==> src/rtl/corr_ctrl_pkg.sv <==
// Shared state encoding and dump word indices for the single-bin dump controller.
package corr_ctrl_pkg;

  typedef enum logic [1:0] {
    IDLE = 2'd0,
    SYNC = 2'd1,
    WAIT = 2'd2,
    SEND = 2'd3
  } state_t;

  localparam logic [1:0] PWR0    = 2'd0;
  localparam logic [1:0] PWR1    = 2'd1;
  localparam logic [1:0] CORR_RE = 2'd2;
  localparam logic [1:0] CORR_IM = 2'd3;

endpackage

==> src/rtl/dump_serializer.sv <==
// Beat counter and word-select mux turning a four-word snapshot into a stream.
module dump_serializer
  import corr_ctrl_pkg::*;
#(
  parameter int DOUT_WIDTH = 32
) (
  input  logic                  clk,
  input  logic                  rst,
  input  logic                  load,
  input  logic                  advance,
  input  logic                  tvalid,
  input  logic [DOUT_WIDTH-1:0] snap_pwr0,
  input  logic [DOUT_WIDTH-1:0] snap_pwr1,
  input  logic [DOUT_WIDTH-1:0] snap_re,
  input  logic [DOUT_WIDTH-1:0] snap_im,
  output logic [DOUT_WIDTH-1:0] tdata,
  output logic [1:0]            tuser,
  output logic                  tlast
);

  logic [1:0] beat;

  // load wins over advance so a back-to-back capture restarts at word 0
  always_ff @(posedge clk or posedge rst) begin
    if (rst) begin
      beat <= PWR0;
    end else if (load) begin
      beat <= PWR0;
    end else if (advance) begin
      beat <= beat + 2'd1;
    end
  end

  always_comb begin
    tdata = snap_pwr0;
    case (beat)
      PWR0:    tdata = snap_pwr0;
      PWR1:    tdata = snap_pwr1;
      CORR_RE: tdata = snap_re;
      CORR_IM: tdata = snap_im;
      default: tdata = snap_pwr0;
    endcase
  end

  assign tuser = beat;
  assign tlast = tvalid && (beat == CORR_IM);

endmodule

==> src/rtl/single_bin_dump_ctrl.sv <==
// Captures correlator integrations for one bin and streams each as a 4-word frame.
//   state | meaning
//   IDLE  | disarmed, corr_valid ignored
//   SYNC  | armed, discarding the partial first integration
//   WAIT  | waiting for the next completed integration
//   SEND  | streaming the snapshot, beats 0..3
module single_bin_dump_ctrl
  import corr_ctrl_pkg::*;
#(
  parameter int DOUT_WIDTH = 32,
  parameter int OVR_WIDTH  = 16
) (
  input  logic                         clk,
  input  logic                         rst,
  input  logic                         start,
  input  logic                         stop,
  input  logic [31:0]                  n_integ,
  input  logic signed [DOUT_WIDTH-1:0] correlation_re,
  input  logic signed [DOUT_WIDTH-1:0] correlation_im,
  input  logic [DOUT_WIDTH-1:0]        power0,
  input  logic [DOUT_WIDTH-1:0]        power1,
  input  logic                         corr_valid,
  output logic [DOUT_WIDTH-1:0]        m_tdata,
  output logic                         m_tvalid,
  output logic                         m_tlast,
  output logic [1:0]                   m_tuser,
  input  logic                         m_tready,
  output logic [31:0]                  integ_count,
  output logic [OVR_WIDTH-1:0]         overrun_count,
  output logic                         busy,
  output logic                         done
);

  localparam logic [OVR_WIDTH-1:0] OVR_ONE = {{(OVR_WIDTH-1){1'b0}}, 1'b1};

  state_t                state;
  logic                  stop_pend;
  logic [DOUT_WIDTH-1:0] snap_pwr0, snap_pwr1, snap_re, snap_im;
  logic                  accept, last_accept, run_end, capture;

  assign accept      = m_tvalid && m_tready;
  assign last_accept = accept && m_tlast;
  // a stop arriving with the final beat ends the run just like a pending one
  assign run_end     = ((n_integ != 32'd0) && (integ_count == n_integ)) || stop_pend || stop;
  assign capture     = corr_valid &&
                       (((state == WAIT) && !stop) ||
                        ((state == SEND) && last_accept && !run_end));
  assign busy        = (state != IDLE);

  always_ff @(posedge clk or posedge rst) begin
    if (rst) begin
      state         <= IDLE;
      stop_pend     <= 1'b0;
      integ_count   <= 32'd0;
      overrun_count <= '0;
      m_tvalid      <= 1'b0;
      done          <= 1'b0;
      snap_pwr0     <= '0;
      snap_pwr1     <= '0;
      snap_re       <= '0;
      snap_im       <= '0;
    end else begin
      done <= 1'b0;
      if (capture) begin
        snap_pwr0   <= power0;
        snap_pwr1   <= power1;
        snap_re     <= correlation_re;
        snap_im     <= correlation_im;
        integ_count <= integ_count + 32'd1;
      end
      case (state)
        IDLE: begin
          if (start && !stop) begin
            state         <= SYNC;
            integ_count   <= 32'd0;
            overrun_count <= '0;
            stop_pend     <= 1'b0;
          end
        end
        SYNC: begin
          if (stop) begin
            state <= IDLE;
            done  <= 1'b1;
          end else if (corr_valid) begin
            state <= WAIT;
          end
        end
        WAIT: begin
          if (stop) begin
            state <= IDLE;
            done  <= 1'b1;
          end else if (corr_valid) begin
            state    <= SEND;
            m_tvalid <= 1'b1;
          end
        end
        SEND: begin
          if (stop) stop_pend <= 1'b1;
          if (last_accept) begin
            if (run_end) begin
              state     <= IDLE;
              m_tvalid  <= 1'b0;
              done      <= 1'b1;
              stop_pend <= 1'b0;
            end else if (!corr_valid) begin
              state    <= WAIT;
              m_tvalid <= 1'b0;
            end
          end else if (corr_valid && (overrun_count != '1)) begin
            overrun_count <= overrun_count + OVR_ONE;
          end
        end
        default: state <= IDLE;
      endcase
    end
  end

  dump_serializer #(.DOUT_WIDTH(DOUT_WIDTH)) u_ser (
    .clk       (clk),
    .rst       (rst),
    .load      (capture),
    .advance   (accept),
    .tvalid    (m_tvalid),
    .snap_pwr0 (snap_pwr0),
    .snap_pwr1 (snap_pwr1),
    .snap_re   (snap_re),
    .snap_im   (snap_im),
    .tdata     (m_tdata),
    .tuser     (m_tuser),
    .tlast     (m_tlast)
  );

endmodule

==> config.mk <==
export PLATFORM = sky130hd
export DESIGN_NAME = single_bin_dump_ctrl
export DESIGN_NICKNAME = d
export VERILOG_FILES = /design/src/rtl/corr_ctrl_pkg.sv /design/src/rtl/dump_serializer.sv /design/src/rtl/single_bin_dump_ctrl.sv
export SDC_FILE = /design/constraint.sdc
export NUM_CORES = 1
export LEC_CHECK = 0
export BUFFER_PORTS_ARGS = -buffer_cell sky130_fd_sc_hd__buf_2
export CORE_MARGIN = 4
export CORE_UTILIZATION = 50
export DETAILED_ROUTE_END_ITERATION = 12
export HOLD_SLACK_MARGIN = 0.05
export PLACE_DENSITY = 0.77
export SLEW_MARGIN = 20
export SYNTH_ARGS = -nofsm -noshare
export SYNTH_HDL_FRONTEND = slang
export SYNTH_SLANG_ARGS = --single-unit
==> constraint.sdc <==
create_clock -name clk -period 14.23 [get_ports clk]
set_input_delay 2.1345 -clock clk [delete_from_list [all_inputs] [get_ports clk]]
set_output_delay 2.1345 -clock clk [all_outputs]
set_load 0.02 [all_outputs]
==> impl_results.md <==
- Status: complete, no violations
- Cells after synthesis: approximately 1,000
- Post-CTS Hold Fix Bufs: 0
- Synth unique cells: 54
- Asr flop ratio synth: between 90% and 100%
- Vias after detailed routing: between 8,000 and 9,000
- Sw Pwr: between 0.0007 and 0.0008 W
- Crit-path max cell delay: 0.67 ns
- TritonCTS Sinks: about 180
- # setup viols final: 0
- Maximum clock insertion buffer count: 2
- TritonCTS buffer count: 17
- Synth warn: 0
- PwrDens: about 180 nW/um^2
- Critical Path Fanout Max: 69
- Critical Path End: integ_count[20]$_DFF_PP0_
- Endpoints failing hold: 0
- H-tree levels: 4
- Synth Register Bits: around 180
- CP Data Arrival Time: about 5.3 ns
- Worst reg2reg endpoint: integ_count[29]$_DFF_PP0_
- Post-Syn Area: ~9100 sq um
- Clock share of power: between 20% and 30%
- Worst r2r path cells: 10
- Minimum clock period: around 4.9 ns
- Pre-Repair DR Iteration Count: 6
- Syn nets: ~1,200
- Post-DP HPWL: around 18 mm
- Final max-slew violation count: 0
- Biggest area consumer among synthesized cells: dfrtp_1
- Residual DRC: 0
- Critical path startpoint: n_integ[10]
- Number of global-route vias before repair: roughly 7,800
- Mean Syn Cell Area: roughly 9 sq um
- Post-synth top area share: 50.1%
- Final net count: approximately 1,400
- Utilization after layout: between 60% and 70%
- Sw frac: ~39%
- Initial DRC Count: between 500 and 600
- Max_slew headroom: ~28%
- Total setup buffers inserted after CTS: 0
- Crit-path most repeated cell: nor4_1
- Post_cts resized: 0
- CP Cell Sequence: buf_2, xor2_1, nor4_1, nand4_1, a22oi_2, and2_4, buf_4, nor4_1, o21a_1
- P_leak: roughly 5.8 nW
- Max-cap violations: 0
- Reg clk slew, reported paths: roughly 0.070 ns
- Slew @ Worst Pin: 1.07 ns
- WP data required: between 10 and 15 ns
- Core Region: ~18,000 sq um
- Antenna viol nets, final: 0
- TNS Setup: 0 ns
- Initial core utilization: just over 50%
- Clock root buffer: clkbuf_16
- Drt total wl: ~26 mm
- Depth of the worst hold-timing path: 2
- DIE AREA: ~21,000 sq um
- Setup slack, reg-to-reg: 10.37 ns
- Min-delay worst type: reg2reg
- Die height: about 140 um
- Register share of total power: between 30 and 40%
- Share of cells above drive strength 1: around a quarter
- Post-synthesis sequential area ratio: about half
- Period utilization: roughly a third
- Fmax: 203 MHz
- Setup CP Type: in2reg
- Die width: about 140 um
- Boundary pin count: between 200 and 300
- Synth area leaders: dfrtp_1 (50%), nand2_1 (15%), mux2i_1 (3.9%)
- RSZ-0062 raised after global routing: false
- Setup Skew: between 0.01 and 0.015 ns
- RR Startpoint: u_ser.tuser[1]$_DFFE_PP0P_
- Worst-skew pair later-pin latency: 0.44 ns
- Critical Path Source Type: input port
- EDFF count, synth: 0
- Largest net degree at the start of global routing: around 130
- DR vias/cell: 5.50
- Avg WL per Cell: roughly 17 um
- Combinational share of power: between 30% and 40%
- GRT Residual Overflow: 0
- First-pass GRT wire length: 40.2 mm
- CTS tree: yes
- Initial antenna violation count: 0
- Cell Rows: 49
- Area delta synth->final: 21.1%
- Max IR drop VDD: roughly 0.14 mV
- GR Util All Layers: about a quarter
- Total power: ~0.0020 W
- Port-buffer cells: between 200 and 300
- Critical Path Sink Type: flip-flop
- CP max-delay cell: buf_4
- Routability congestion estimate: 0.917
- Pint: ~0.0012 W
- Synth Flop Type: dfrtp_1
critical path, delay by kind of cell:
kind | cells | cell delay (ns)
XOR/XNOR | 1 | 0.15
AO/OA/AOI/OAI | 2 | 0.66
buffers and inverters | 2 | 0.79
AND/OR/NAND/NOR | 4 | 1.48
flip-flops by register name (all words and copies together), names as in the netlist:
| name | cells |
|---|---|
| integ_count | 32 |
| snap_im | 32 |
| snap_pwr0 | 32 |
| snap_pwr1 | 32 |
| snap_re | 32 |
| overrun_count | 16 |
| state | 2 |
| u_ser.tuser | 2 |
| done | 1 |
| m_tvalid | 1 |
| stop_pend | 1 |
cells by family (layout without fill, tap and decap cells):
logic type | after synthesis | in the layout | synth area share [%]
other cells | 0 | 1 | 0
simple gates | 500 | 500 | 23.9
flops | 183 | 183 | 50.1
mux | 36 | 36 | 3.94
buf+inv | 104 | 338 | 5.22
compound gates | 140 | 140 | 10.5
xor+xnor | 52 | 52 | 4.98
fa+ha+maj | 10 | 10 | 1.37
layer usage:
layer | global-route usage (%) | part of all wire [%] | vias to the layer above
li1 | - | - | 3922
met1 | 34.5 | 42 | 3855
met2 | 38.9 | 48 | 366
met3 | 5.49 | 8.3 | 51
met4 | 7.40 | 2.3 | 0
met5 | 0 | 0 | -
power by group through the flow:
stage          combinational [W]  clock [W]  sequential [W]
2_1_floorplan           0.000499          0        0.000765
3_3_place_gp            0.000709          0        0.000772
3_5_place_dp            0.000723          0        0.000779
4_1_cts                 0.000728   0.000486        0.000770
5_1_grt                 0.000799   0.000508        0.000790
6_report                0.000723   0.000475        0.000771
per-stage QoR:
| stage | setup slack, ns | cells | hold slack, ns | area, sq um |
|---|---|---|---|---|
| final | 9.30 | 1489 | 0.478 | 11100 |
| after floorplan | 7.12 | 1025 | 0.444 | 9140 |
| after global routing | 9.11 | 1488 | 0.490 | 11100 |
| after CTS | 9.40 | 1488 | 0.479 | 11100 |
| after detailed placement | 8.94 | 1456 | 0.461 | 10500 |
| after global placement | 8.95 | 1456 | 0.456 | 10500 |
worst min path at each step:
| stage | slack, ns | end | start |
|---|---|---|---|
| floorplan | 0.44 | snap_re[0]$_DFFE_PP0P_ | snap_re[0]$_DFFE_PP0P_ |
| global placement | 0.46 | snap_re[9]$_DFFE_PP0P_ | snap_re[9]$_DFFE_PP0P_ |
| detailed placement | 0.46 | snap_re[25]$_DFFE_PP0P_ | snap_re[25]$_DFFE_PP0P_ |
| CTS | 0.48 | snap_re[25]$_DFFE_PP0P_ | snap_re[25]$_DFFE_PP0P_ |
| global route | 0.49 | snap_pwr1[27]$_DFFE_PP0P_ | snap_pwr1[27]$_DFFE_PP0P_ |
| finish | 0.48 | snap_im[2]$_DFFE_PP0P_ | snap_im[2]$_DFFE_PP0P_ |
area by class of cell:
type,instances,area [sq um]
clock buffers,18,439
flip-flops and latches,183,4580
repair buffers,260,1320
inverters,46,180
diodes,1,2.50
well taps,229,287
clock inverters,14,160
fillers,1586,6900
multi-input cells,738,4100
cells in the final DEF, fill, tap and decap left out, drive strengths merged, types with 24 or more instances in the layout:
cell type | synthesis | layout
nand2 | 359 | 359
nor2 | 35 | 35
mux2i | 36 | 36
a21oi | 28 | 28
o21ai | 51 | 51
buf | 26 | 260
xor2 | 36 | 36
a222oi | 32 | 32
dfrtp | 183 | 183
inv | 46 | 54
nand3 | 24 | 24
cells in the mapped netlist (9+ instances only):
| master | count |
|---|---|
| nand2_1 | 358 |
| dfrtp_1 | 183 |
| o21ai_0 | 50 |
| inv_1 | 46 |
| mux2i_1 | 36 |
| xor2_1 | 36 |
| nor2_1 | 35 |
| a222oi_1 | 32 |
| clkbuf_1 | 32 |
| a21oi_1 | 28 |
| nand3_1 | 24 |
| nor4_1 | 20 |
| xnor2_1 | 16 |
| or3_1 | 11 |
| ha_1 | 10 |
| nand4_1 | 10 |
| buf_2 | 9 |
| or4_1 | 9 |
Power figures use the tool's default switching activity.
